==> src/rtl/axi_light_reg_slice_pkg.sv <==
// Shared types and widths for the AXI-lite register slice.
// Bus widths default to a 32-bit address/data bus unless the build supplies them.
`ifndef AXI_ADDR_WIDTH
`define AXI_ADDR_WIDTH 32
`endif
`ifndef AXI_DATA_WIDTH
`define AXI_DATA_WIDTH 32
`endif
`ifndef AXI_WSTRB_WIDTH
`define AXI_WSTRB_WIDTH 4
`endif

package axi_light_reg_slice_pkg;

    typedef enum logic [1:0] {
        EMPTY = 2'd0,
        ONE   = 2'd1,
        FULL  = 2'd2
    } skid_state_t;

    localparam int CH_AW = 0;
    localparam int CH_W  = 1;
    localparam int CH_B  = 2;
    localparam int CH_AR = 3;
    localparam int CH_R  = 4;

    localparam int AW_W = `AXI_ADDR_WIDTH + 3;
    localparam int W_W  = `AXI_DATA_WIDTH + `AXI_WSTRB_WIDTH;
    localparam int B_W  = 2;
    localparam int AR_W = `AXI_ADDR_WIDTH + 3;
    localparam int R_W  = `AXI_DATA_WIDTH + 2;

    // 4-bit up/down step that sticks at 15 and at 0; inc with dec is a no-op.
    function automatic logic [3:0] sat_step(input logic [3:0] v, input logic inc, input logic dec);
        logic [3:0] r;
        r = v;
        if (inc && !dec && (v != 4'd15)) begin
            r = v + 4'd1;
        end else if (dec && !inc && (v != 4'd0)) begin
            r = v - 4'd1;
        end
        return r;
    endfunction

endpackage

==> src/rtl/axi_light_reg_slice_if.sv <==
// AXI-lite bus bundle; master drives requests, slave drives responses.
interface if_axi_light;
    logic [`AXI_ADDR_WIDTH-1:0]  awaddr;
    logic [2:0]                  awprot;
    logic                        awvalid;
    logic                        awready;
    logic [`AXI_DATA_WIDTH-1:0]  wdata;
    logic [`AXI_WSTRB_WIDTH-1:0] wstrb;
    logic                        wvalid;
    logic                        wready;
    logic [1:0]                  bresp;
    logic                        bvalid;
    logic                        bready;
    logic [`AXI_ADDR_WIDTH-1:0]  araddr;
    logic [2:0]                  arprot;
    logic                        arvalid;
    logic                        arready;
    logic [`AXI_DATA_WIDTH-1:0]  rdata;
    logic [1:0]                  rresp;
    logic                        rvalid;
    logic                        rready;

    modport master (
        output awaddr, awprot, awvalid, input awready,
        output wdata, wstrb, wvalid,    input wready,
        input  bresp, bvalid,           output bready,
        output araddr, arprot, arvalid, input arready,
        input  rdata, rresp, rvalid,    output rready
    );

    modport slave (
        input  awaddr, awprot, awvalid, output awready,
        input  wdata, wstrb, wvalid,    output wready,
        output bresp, bvalid,           input bready,
        input  araddr, arprot, arvalid, output arready,
        output rdata, rresp, rvalid,    input rready
    );
endinterface

==> src/rtl/axi_light_skid_buf.sv <==
// Two-entry skid buffer: registers valid, ready and data in both directions.
// EN=0 collapses it into a plain wire-through with no state.
module axi_light_skid_buf
    import axi_light_reg_slice_pkg::*;
#(
    parameter int WIDTH = 8,
    parameter bit EN    = 1'b1
) (
    input  logic             clk,
    input  logic             res_n,
    input  logic             i_in_valid,
    output logic             o_in_ready,
    input  logic [WIDTH-1:0] i_in_data,
    output logic             o_out_valid,
    input  logic             i_out_ready,
    output logic [WIDTH-1:0] o_out_data
);

    generate
        if (EN) begin : g_slice
            skid_state_t      r_state;
            skid_state_t      w_state_nxt;
            logic [WIDTH-1:0] r_main_data;
            logic [WIDTH-1:0] r_skid_data;
            logic             w_in_hs;
            logic             w_out_hs;
            logic             w_load_main;
            logic             w_load_skid;
            logic             w_main_from_skid;

            // Ready and valid decode straight from the state register.
            assign o_in_ready  = (r_state != FULL);
            assign o_out_valid = (r_state != EMPTY);
            assign o_out_data  = r_main_data;
            assign w_in_hs     = i_in_valid & o_in_ready;
            assign w_out_hs    = o_out_valid & i_out_ready;

            // State and payload registers; payload only moves on a load strobe.
            always_ff @(posedge clk or negedge res_n) begin
                if (!res_n) begin
                    r_state     <= EMPTY;
                    r_main_data <= '0;
                    r_skid_data <= '0;
                end else begin
                    r_state <= w_state_nxt;
                    if (w_load_main) begin
                        r_main_data <= i_in_data;
                    end else if (w_main_from_skid) begin
                        r_main_data <= r_skid_data;
                    end
                    if (w_load_skid) begin
                        r_skid_data <= i_in_data;
                    end
                end
            end

            // Next state and load strobes from the two handshakes.
            always_comb begin
                w_state_nxt      = r_state;
                w_load_main      = 1'b0;
                w_load_skid      = 1'b0;
                w_main_from_skid = 1'b0;
                case (r_state)
                    EMPTY: begin
                        if (w_in_hs) begin
                            w_state_nxt = ONE;
                            w_load_main = 1'b1;
                        end
                    end
                    ONE: begin
                        if (w_in_hs && !w_out_hs) begin
                            w_state_nxt = FULL;
                            w_load_skid = 1'b1;
                        end else if (w_in_hs && w_out_hs) begin
                            w_load_main = 1'b1;
                        end else if (w_out_hs) begin
                            w_state_nxt = EMPTY;
                        end
                    end
                    FULL: begin
                        if (w_out_hs) begin
                            w_state_nxt      = ONE;
                            w_main_from_skid = 1'b1;
                        end
                    end
                    default: w_state_nxt = EMPTY;
                endcase
            end
        end else begin : g_wire
            assign o_out_valid = i_in_valid;
            assign o_in_ready  = i_out_ready;
            assign o_out_data  = i_in_data;
        end
    endgenerate

endmodule

==> src/rtl/axi_light_reg_slice.sv <==
// AXI-lite register slice: one skid buffer per channel, payloads untouched.
// Optional statistics outputs (and CNT_WIDTH) exist only when
// AXI_LIGHT_REG_SLICE_STATS_EN is defined.
module axi_light_reg_slice
    import axi_light_reg_slice_pkg::*;
#(
    parameter logic [4:0] CH_EN = 5'b11111
`ifdef AXI_LIGHT_REG_SLICE_STATS_EN
    ,
    parameter int CNT_WIDTH = 32
`endif
) (
    input  logic               clk,
    input  logic               res_n,
    if_axi_light.slave         s_axi,
    if_axi_light.master        m_axi
`ifdef AXI_LIGHT_REG_SLICE_STATS_EN
    ,
    output logic [CNT_WIDTH-1:0] wr_cnt,
    output logic [CNT_WIDTH-1:0] rd_cnt,
    output logic [3:0]           wr_outstanding,
    output logic [3:0]           rd_outstanding
`endif
);

    logic [AW_W-1:0] w_aw_out;
    logic [W_W-1:0]  w_w_out;
    logic [B_W-1:0]  w_b_out;
    logic [AR_W-1:0] w_ar_out;
    logic [R_W-1:0]  w_r_out;

    axi_light_skid_buf #(.WIDTH(AW_W), .EN(CH_EN[CH_AW])) u_aw (
        .clk(clk), .res_n(res_n),
        .i_in_valid(s_axi.awvalid), .o_in_ready(s_axi.awready),
        .i_in_data({s_axi.awaddr, s_axi.awprot}),
        .o_out_valid(m_axi.awvalid), .i_out_ready(m_axi.awready),
        .o_out_data(w_aw_out)
    );
    assign {m_axi.awaddr, m_axi.awprot} = w_aw_out;

    axi_light_skid_buf #(.WIDTH(W_W), .EN(CH_EN[CH_W])) u_w (
        .clk(clk), .res_n(res_n),
        .i_in_valid(s_axi.wvalid), .o_in_ready(s_axi.wready),
        .i_in_data({s_axi.wdata, s_axi.wstrb}),
        .o_out_valid(m_axi.wvalid), .i_out_ready(m_axi.wready),
        .o_out_data(w_w_out)
    );
    assign {m_axi.wdata, m_axi.wstrb} = w_w_out;

    axi_light_skid_buf #(.WIDTH(B_W), .EN(CH_EN[CH_B])) u_b (
        .clk(clk), .res_n(res_n),
        .i_in_valid(m_axi.bvalid), .o_in_ready(m_axi.bready),
        .i_in_data(m_axi.bresp),
        .o_out_valid(s_axi.bvalid), .i_out_ready(s_axi.bready),
        .o_out_data(w_b_out)
    );
    assign s_axi.bresp = w_b_out;

    axi_light_skid_buf #(.WIDTH(AR_W), .EN(CH_EN[CH_AR])) u_ar (
        .clk(clk), .res_n(res_n),
        .i_in_valid(s_axi.arvalid), .o_in_ready(s_axi.arready),
        .i_in_data({s_axi.araddr, s_axi.arprot}),
        .o_out_valid(m_axi.arvalid), .i_out_ready(m_axi.arready),
        .o_out_data(w_ar_out)
    );
    assign {m_axi.araddr, m_axi.arprot} = w_ar_out;

    axi_light_skid_buf #(.WIDTH(R_W), .EN(CH_EN[CH_R])) u_r (
        .clk(clk), .res_n(res_n),
        .i_in_valid(m_axi.rvalid), .o_in_ready(m_axi.rready),
        .i_in_data({m_axi.rdata, m_axi.rresp}),
        .o_out_valid(s_axi.rvalid), .i_out_ready(s_axi.rready),
        .o_out_data(w_r_out)
    );
    assign {s_axi.rdata, s_axi.rresp} = w_r_out;

`ifdef AXI_LIGHT_REG_SLICE_STATS_EN
    logic [CNT_WIDTH-1:0] r_wr_cnt;
    logic [CNT_WIDTH-1:0] r_rd_cnt;
    logic [3:0]           r_wr_out;
    logic [3:0]           r_rd_out;
    logic                 w_aw_acc;
    logic                 w_ar_acc;
    logic                 w_b_done;
    logic                 w_r_done;

    // All events are observed on the master-facing side.
    assign w_aw_acc = s_axi.awvalid & s_axi.awready;
    assign w_ar_acc = s_axi.arvalid & s_axi.arready;
    assign w_b_done = s_axi.bvalid & s_axi.bready;
    assign w_r_done = s_axi.rvalid & s_axi.rready;

    // Completion counters wrap; outstanding counters saturate.
    always_ff @(posedge clk or negedge res_n) begin
        if (!res_n) begin
            r_wr_cnt <= '0;
            r_rd_cnt <= '0;
            r_wr_out <= 4'd0;
            r_rd_out <= 4'd0;
        end else begin
            if (w_b_done) r_wr_cnt <= r_wr_cnt + 1'b1;
            if (w_r_done) r_rd_cnt <= r_rd_cnt + 1'b1;
            r_wr_out <= sat_step(r_wr_out, w_aw_acc, w_b_done);
            r_rd_out <= sat_step(r_rd_out, w_ar_acc, w_r_done);
        end
    end

    assign wr_cnt         = r_wr_cnt;
    assign rd_cnt         = r_rd_cnt;
    assign wr_outstanding = r_wr_out;
    assign rd_outstanding = r_rd_out;
`endif

endmodule
==> src/flat_wrapper.sv <==
// flat-port wrapper written by rule: the top's interface ports become plain ports
module axi_light_reg_slice_flat import axi_light_reg_slice_pkg::*;
#(
    parameter logic [4:0] CH_EN = 5'b11111

)
  (clk, res_n, s_axi_awaddr, s_axi_awprot, s_axi_awvalid, s_axi_awready, s_axi_wdata, s_axi_wstrb, s_axi_wvalid, s_axi_wready, s_axi_bresp, s_axi_bvalid, s_axi_bready, s_axi_araddr, s_axi_arprot, s_axi_arvalid, s_axi_arready, s_axi_rdata, s_axi_rresp, s_axi_rvalid, s_axi_rready, m_axi_awaddr, m_axi_awprot, m_axi_awvalid, m_axi_awready, m_axi_wdata, m_axi_wstrb, m_axi_wvalid, m_axi_wready, m_axi_bresp, m_axi_bvalid, m_axi_bready, m_axi_araddr, m_axi_arprot, m_axi_arvalid, m_axi_arready, m_axi_rdata, m_axi_rresp, m_axi_rvalid, m_axi_rready);
  if_axi_light s_axi_i ();
  if_axi_light m_axi_i ();
  input  logic clk;
  input  logic res_n;
  input wire logic [$bits(s_axi_i.awaddr)-1:0] s_axi_awaddr;
  input wire logic [$bits(s_axi_i.awprot)-1:0] s_axi_awprot;
  input wire logic [$bits(s_axi_i.awvalid)-1:0] s_axi_awvalid;
  output wire logic [$bits(s_axi_i.awready)-1:0] s_axi_awready;
  input wire logic [$bits(s_axi_i.wdata)-1:0] s_axi_wdata;
  input wire logic [$bits(s_axi_i.wstrb)-1:0] s_axi_wstrb;
  input wire logic [$bits(s_axi_i.wvalid)-1:0] s_axi_wvalid;
  output wire logic [$bits(s_axi_i.wready)-1:0] s_axi_wready;
  output wire logic [$bits(s_axi_i.bresp)-1:0] s_axi_bresp;
  output wire logic [$bits(s_axi_i.bvalid)-1:0] s_axi_bvalid;
  input wire logic [$bits(s_axi_i.bready)-1:0] s_axi_bready;
  input wire logic [$bits(s_axi_i.araddr)-1:0] s_axi_araddr;
  input wire logic [$bits(s_axi_i.arprot)-1:0] s_axi_arprot;
  input wire logic [$bits(s_axi_i.arvalid)-1:0] s_axi_arvalid;
  output wire logic [$bits(s_axi_i.arready)-1:0] s_axi_arready;
  output wire logic [$bits(s_axi_i.rdata)-1:0] s_axi_rdata;
  output wire logic [$bits(s_axi_i.rresp)-1:0] s_axi_rresp;
  output wire logic [$bits(s_axi_i.rvalid)-1:0] s_axi_rvalid;
  input wire logic [$bits(s_axi_i.rready)-1:0] s_axi_rready;
  output wire logic [$bits(m_axi_i.awaddr)-1:0] m_axi_awaddr;
  output wire logic [$bits(m_axi_i.awprot)-1:0] m_axi_awprot;
  output wire logic [$bits(m_axi_i.awvalid)-1:0] m_axi_awvalid;
  input wire logic [$bits(m_axi_i.awready)-1:0] m_axi_awready;
  output wire logic [$bits(m_axi_i.wdata)-1:0] m_axi_wdata;
  output wire logic [$bits(m_axi_i.wstrb)-1:0] m_axi_wstrb;
  output wire logic [$bits(m_axi_i.wvalid)-1:0] m_axi_wvalid;
  input wire logic [$bits(m_axi_i.wready)-1:0] m_axi_wready;
  input wire logic [$bits(m_axi_i.bresp)-1:0] m_axi_bresp;
  input wire logic [$bits(m_axi_i.bvalid)-1:0] m_axi_bvalid;
  output wire logic [$bits(m_axi_i.bready)-1:0] m_axi_bready;
  output wire logic [$bits(m_axi_i.araddr)-1:0] m_axi_araddr;
  output wire logic [$bits(m_axi_i.arprot)-1:0] m_axi_arprot;
  output wire logic [$bits(m_axi_i.arvalid)-1:0] m_axi_arvalid;
  input wire logic [$bits(m_axi_i.arready)-1:0] m_axi_arready;
  input wire logic [$bits(m_axi_i.rdata)-1:0] m_axi_rdata;
  input wire logic [$bits(m_axi_i.rresp)-1:0] m_axi_rresp;
  input wire logic [$bits(m_axi_i.rvalid)-1:0] m_axi_rvalid;
  output wire logic [$bits(m_axi_i.rready)-1:0] m_axi_rready;
  assign s_axi_i.awaddr = s_axi_awaddr;
  assign s_axi_i.awprot = s_axi_awprot;
  assign s_axi_i.awvalid = s_axi_awvalid;
  assign s_axi_awready = s_axi_i.awready;
  assign s_axi_i.wdata = s_axi_wdata;
  assign s_axi_i.wstrb = s_axi_wstrb;
  assign s_axi_i.wvalid = s_axi_wvalid;
  assign s_axi_wready = s_axi_i.wready;
  assign s_axi_bresp = s_axi_i.bresp;
  assign s_axi_bvalid = s_axi_i.bvalid;
  assign s_axi_i.bready = s_axi_bready;
  assign s_axi_i.araddr = s_axi_araddr;
  assign s_axi_i.arprot = s_axi_arprot;
  assign s_axi_i.arvalid = s_axi_arvalid;
  assign s_axi_arready = s_axi_i.arready;
  assign s_axi_rdata = s_axi_i.rdata;
  assign s_axi_rresp = s_axi_i.rresp;
  assign s_axi_rvalid = s_axi_i.rvalid;
  assign s_axi_i.rready = s_axi_rready;
  assign m_axi_awaddr = m_axi_i.awaddr;
  assign m_axi_awprot = m_axi_i.awprot;
  assign m_axi_awvalid = m_axi_i.awvalid;
  assign m_axi_i.awready = m_axi_awready;
  assign m_axi_wdata = m_axi_i.wdata;
  assign m_axi_wstrb = m_axi_i.wstrb;
  assign m_axi_wvalid = m_axi_i.wvalid;
  assign m_axi_i.wready = m_axi_wready;
  assign m_axi_i.bresp = m_axi_bresp;
  assign m_axi_i.bvalid = m_axi_bvalid;
  assign m_axi_bready = m_axi_i.bready;
  assign m_axi_araddr = m_axi_i.araddr;
  assign m_axi_arprot = m_axi_i.arprot;
  assign m_axi_arvalid = m_axi_i.arvalid;
  assign m_axi_i.arready = m_axi_arready;
  assign m_axi_i.rdata = m_axi_rdata;
  assign m_axi_i.rresp = m_axi_rresp;
  assign m_axi_i.rvalid = m_axi_rvalid;
  assign m_axi_rready = m_axi_i.rready;
  axi_light_reg_slice #(.CH_EN(CH_EN)) u_core (.clk(clk), .res_n(res_n), .s_axi(s_axi_i), .m_axi(m_axi_i));
endmodule
==> config.mk <==
export PLATFORM = sky130hd
export DESIGN_NAME = axi_light_reg_slice_flat
export DESIGN_NICKNAME = d
export VERILOG_FILES = /design/src/rtl/axi_light_reg_slice_pkg.sv /design/src/rtl/axi_light_reg_slice_if.sv /design/src/rtl/axi_light_skid_buf.sv /design/src/rtl/axi_light_reg_slice.sv /design/src/flat_wrapper.sv
export SDC_FILE = /design/constraint.sdc
export NUM_CORES = 1
export LEC_CHECK = 0
export CORE_ASPECT_RATIO = 2
export CORE_MARGIN = 2
export CORE_UTILIZATION = 30
export CTS_CLUSTER_SIZE = 28
export DETAILED_ROUTE_END_ITERATION = 8
export PLACE_DENSITY_LB_ADDON = 0.08
export SYNTH_ARGS = -nofsm -noshare
export SYNTH_HDL_FRONTEND = slang
export SYNTH_SLANG_ARGS = --single-unit
==> constraint.sdc <==
create_clock -name clk -period 2.15 [get_ports clk]
set_input_delay 0.3225 -clock clk [delete_from_list [all_inputs] [get_ports clk]]
set_output_delay 0.3225 -clock clk [all_outputs]
set_load 0.02 [all_outputs]
Word level (Yosys, flattened, before mapping)
Index checks and enable logic that the tools add are counted.

Equal/unequal tests: 35. Mux-type cells: 80. Bitwise gates (word level): 10. Reduce and logical (&&, ||, !) cells: 35.

Operator list (count): $mux W35 (4); $mux W36 (2); $mux W34 (2); $mux W2 (27); $mux W1 (35); $ne A2 B2 Y1 const B (15); $ne A3 B3 Y1 const B (10); $pmux W2 S3 (5); $reduce_and A4 Y1 (5); $reduce_bool A2 Y1 (10); $and A1 B1 Y1 (10); $eq A2 B1 Y1 const B (5); $eq A2 B2 Y1 const B (5); $logic_and A1 B1 Y1 (10); $logic_not A2 Y1 (5); $pmux W1 S2 (5); $logic_not A1 Y1 (5).

Bits in registers: 294. Input port bits: 154. Output and inout bits: 152. Logic and storage cells: 175.

Longest topological paths before layout
Depth in word-level cells: 7. Depth in mapped cells: 6. Depth with buffers taken out: 3.

Hierarchy
From an unflattened synthesis, not the netlist that was laid out.

Cells, all modules: 1150. Area, all modules: 12613.3 um^2.

By module, submodules not included: axi_light_skid_buf (u_core.u_ar ...) (times used 2, cells each 281, area each 3064.2 um^2); axi_light_skid_buf (u_core.u_w) (times used 1, cells each 289, area each 3200.6 um^2); axi_light_skid_buf (u_core.u_r) (times used 1, cells each 274, area each 2980.4 um^2); axi_light_skid_buf (u_core.u_b) (times used 1, cells each 25, area each 304.0 um^2).

Worst setup path before layout
OpenSTA, ideal clock, no wires.

Path kind: flip-flop to flip-flop. From: register u_core.u_r.g_slice.r_state[1]. To: register u_core.u_r.g_slice.r_skid_data[19]. Setup time: 0.125 ns. Arrival time: 1.429 ns. Data required time: 2.025 ns. Setup slack: 0.596 ns. Stages on the path, launching flop included: 7. Path buffers: 3. Path through: dfrtp_1 buf_2 nand2b_1 buf_2 nor2_4 buf_4 mux2_2.

Cells in the longest elaborated chain, start to end: 6.

Ends and longest elaborated chain: from (decl) (RTL line axi_light_skid_buf.sv:21) `skid_state_t r_state;`; from (signal assigned) (RTL line axi_light_skid_buf.sv:45) `r_state <= w_state_nxt;`; $reduce_bool A2 Y1 (RTL line axi_light_skid_buf.sv:33) `assign o_out_valid = (r_state != EMPTY);`; $and A1 B1 Y1 (RTL line axi_light_skid_buf.sv:36) `assign w_out_hs = o_out_valid & i_out_ready;`; $logic_not A1 Y1 (RTL line axi_light_skid_buf.sv:71) `if (w_in_hs && !w_out_hs) begin`; $logic_and A1 B1 Y1 (RTL line axi_light_skid_buf.sv:71); $mux W1 (RTL line axi_light_skid_buf.sv:71); $mux W1 * (RTL line axi_light_skid_buf.sv:63) `case (r_state)`; to (signal assigned) (RTL line axi_light_skid_buf.sv:52) `r_skid_data <= i_in_data;`; to (decl) (RTL line axi_light_skid_buf.sv:24) `logic [WIDTH-1:0] r_skid_data;`.

Mark *: on every way between the ends. The rest lies on a longest branch, timed or not. A chain may end at the register's enable or synchronous reset.

Final worst setup path
From: register u_core.u_aw.g_slice.r_state[1]. To: output port m_axi_awvalid.

Cells in the longest elaborated chain, start to end: 1.

Ends and longest elaborated chain: from (decl) (RTL line axi_light_skid_buf.sv:21); from (signal assigned) (RTL line axi_light_skid_buf.sv:45); $reduce_bool A2 Y1 (RTL line axi_light_skid_buf.sv:33); to (decl) (RTL line flat_wrapper.sv:33) `output wire logic [$bits(m_axi_i.awvalid)-1:0] m_axi_awvalid;`.

Every way passes these cells.

==> flow_summary.yaml <==
pwr:
  p_comb_share_pct: 36.1
  seqPwrFrac_pct: 40.7
  p_int_mw: 14.5
  p_sw_share_pct: 33.7
  cellPowerDensity_mw_per_mm2: 1220
  p_leak_nw: 7.16
  ir_drop_v: 0.000697
  clkPwrFrac_pct: 23.2
  p_switching_mw: 7.38
grt:
  grt_pass1_vias: 10941
  overflow: 0
  grt_pass1_wl_um: 66900
  grt_usage_pct: 18.4
  grt_max_degree: 62
  antenna_found_initial: 5
clock_tree:
  ctsHtreeMaxLevel: 1
  cts_buffer_depth: 3
  cts.sinks: 294
  cts_setup_buffers: 0
  clk_latency_ns: 0.56
  clk_pin_slew_ns: 0.06
  cts_tree: "built"
  cts_root_buffer: "clkbuf_16"
  cts_buffers: 29
logic_synthesis:
  synth.area.top_cells: "dfrtp_1 (56%), mux2_2 (11%), a211oi_1 (5.7%)"
  syn-instance-count: 1119
  synth_area_mm2: 0.0131
  ys_types: 32
  yosysTopAreaCellShare_pct: 56.1
  synth_seq_area_share_pct: 56.1
  netlist.top_cell.by_area: "dfrtp_1"
  ys_warn_count: 0
  synth.avg_cell_area_um2: 11.7
  syn_nets: 1273
  ys_ff_latch: 294
timing:
  setup_viol: 0
  max_freq_ghz: 0.491
  finalClockSkew_ns: 0.00937
  period_needed_ns: 2.04
  slew_headroom_pct: 22.0
  worstMarginPinSlew_ns: 1.17
  rsz0062_at_grt: "false"
  final_max_slew_viol_count: 0
  period_share_pct: 94.7
  holdWs_ns: 0.319
  hold_violations: 0
route:
  drt_iter0_drc: 435
  wl_per_cell_um: 21.8
  wirelength_um: 43100
  num_vias: 10433
  drc: 0
  drt.antenna.violating_nets: 0
  avgViaCountPerCell: 5.29
  drt-pass1-iter-count: 5
critical_path:
  worstPathArrival_ns: 1.71
  critPathKind: "register to output port"
  required_ns: 1.83
  cp-end-kind: "output port"
  startpoint_type: "register"
  path_max_fanout: 7
placement:
  dp.cells: 1918
  dp_hpwl_um: 28900
  port_buffers: 305
  place.gp.congestion: 0.749
final_layout:
  layout.nets: 1554
  drive_above_1_share_pct: 17.8
  area_delta_synth_final_pct: 37.1
  fin_cells: 1974
floorplan:
  ios: 306
  die_x_um: 152
  fp.dieArea_mm2: 0.0455
  die_h_um: 300
  rows: 108
  start_util_pct: 30.3
  core_mm2: 0.0432
worst_hold_path:
  hold_path_class: "input pin to asynchronous set/reset pin"
run:
  max-cap-violations: 0
run_status:
  status: "complete, no violations"
stage by stage:
| step | setup TNS [ns] | cell area (um2) | setup WS (ns) | utilization [%] | power, mW |
|---|---|---|---|---|---|
| finish | 0 | 18000 | 0.114 | 41.6 | 21.9 |
| global route | 0 | 18000 | 0.0336 | 41.6 | 23.2 |
| CTS | 0 | 18000 | 0.0157 | 41.5 | 22.2 |
| detailed placement | -6.27 | 17000 | -0.184 | 39.4 | 17.0 |
| global placement | -5.82 | 17000 | -0.167 | 39.4 | 16.9 |
| floorplan | 0 | 13100 | 0.596 | - | 13.1 |
flip-flops by register name, indices dropped and copies added (netlist names):
signal / flops
u_core.u_r.g_slice.r_state: 2
u_core.u_ar.g_slice.r_skid_data: 35
u_core.u_b.g_slice.r_skid_data: 2
u_core.u_aw.o_out_data: 35
u_core.u_ar.o_out_data: 35
u_core.u_w.o_out_data: 36
u_core.u_b.o_out_data: 2
u_core.u_aw.g_slice.r_skid_data: 35
u_core.u_r.g_slice.r_skid_data: 34
u_core.u_aw.g_slice.r_state: 2
u_core.u_w.g_slice.r_state: 2
u_core.u_w.g_slice.r_skid_data: 36
u_core.u_b.g_slice.r_state: 2
u_core.u_r.o_out_data: 34
u_core.u_ar.g_slice.r_state: 2
placed cells by master (no fill, tap or decap), types with 4 or more instances in the layout:
| cell type | instances |
|---|---|
| buf_4 | 45 |
| diode_2 | 5 |
| a21oi_1 | 11 |
| clkbuf_16 | 29 |
| a31oi_1 | 100 |
| nand2b_1 | 10 |
| or2_2 | 5 |
| clkinv_2 | 4 |
| mux2_1 | 18 |
| nor2b_2 | 5 |
| o22ai_1 | 5 |
| nand2_1 | 10 |
| clkbuf_8 | 5 |
| dfrtp_1 | 294 |
| a221o_1 | 37 |
| buf_12 | 20 |
| a211oi_1 | 100 |
| and3_1 | 37 |
| clkbuf_1 | 9 |
| and3b_1 | 5 |
| nand3_1 | 102 |
| dlygate4sd2_1 | 9 |
| mux2i_1 | 7 |
| o21ai_0 | 103 |
| clkdlybuf4s50_1 | 294 |
| mux2_2 | 126 |
worst max-delay path, cell delays in order, from the launching register on:
cell	delay, ns
dfrtp_1	0.46
or2_2	0.36
dlygate4sd2_1	0.34
final cells by class:
| class | count | area [um2] |
|---|---|---|
| multi-input cells | 703 | 5200 |
| repair buffers | 371 | 3800 |
| flip-flops and latches | 294 | 7360 |
| clock buffers | 43 | 828 |
| fillers | 4210 | 25300 |
| diodes | 5 | 12.5 |
| well taps | 550 | 688 |
| inverters | 1 | 3.75 |
| clock inverters | 7 | 87.6 |
metal layers:
| metal | routed length, um | part of all wire [%] | vias up | global-route usage (%) |
|---|---|---|---|---|
| met5 | 0 | 0 | - | 0 |
| met4 | 1240 | 2.9 | 0 | 6.41 |
| met3 | 2590 | 6.0 | 58 | 3.57 |
| met2 | 23100 | 54 | 349 | 33.8 |
| met1 | 16200 | 38 | 5203 | 21.2 |
| li1 | - | - | 4823 | - |
path summary, 6_finish.rpt:
check                      cells past startpoint                          startpoint                            endpoint  slack (ns)
min reg2reg                                    1  u_core.u_ar.g_slice.r_skid_data[4]  u_core.u_ar.g_slice.r_skid_data[4]        0.48
min in group clk                               3                    s_axi_araddr[22]          u_core.u_ar.o_out_data[25]        0.37
min                                            2                               res_n       u_core.u_b.g_slice.r_state[1]        0.32
max in group asynchronous                      3                               res_n           u_core.u_aw.o_out_data[3]        1.15
max reg2reg                                    3       u_core.u_w.g_slice.r_state[1]            u_core.u_w.o_out_data[9]        0.18
max                                            2      u_core.u_aw.g_slice.r_state[1]                       m_axi_awvalid        0.11
power groups by stage:
stage | registers (mW) | logic [mW] | clock network [mW]
finish | 8.90 | 7.90 | 5.08
global route | 9.19 | 8.51 | 5.50
CTS | 8.92 | 8.03 | 5.30
detailed placement | 8.99 | 8.04 | 0
global placement | 8.94 | 7.93 | 0
floorplan | 9.88 | 3.18 | 0
cells in the mapped netlist:
cell type	n
nor2_1	2
nand2_1	10
buf_6	6
nand3_1	102
o21ai_0	103
and3_1	37
mux2_2	126
a21oi_1	11
a21oi_4	1
buf_2	27
o21a_1	2
dfrtp_1	294
or2_2	5
nand3b_1	1
nand2b_1	12
nor2b_2	1
buf_1	6
mux2i_1	7
a221o_1	37
a21o_1	3
nor3_1	2
o22ai_1	5
and3b_1	5
nor2b_1	9
clkbuf_1	68
mux2_1	18
clkinv_1	1
buf_4	14
mux2_4	1
a211oi_1	100
nor2_4	3
a31oi_1	100
cells by family after synthesis:
logic type,after synthesis,share of synthesized area [%]
mux,152,13.0
simple gates,189,8.04
compound gates,362,18.3
flops,294,56.1
buf+inv,122,4.50
repair_timing:
item | CTS | global route
hold buffers | 1 | 0
resized for setup | 9 | 1
pin swaps | 0 | 0
endpoints found under the setup margin | 9 | 1
endpoints found under the hold margin | 48 | 0
Power figures use the tool's default switching activity.
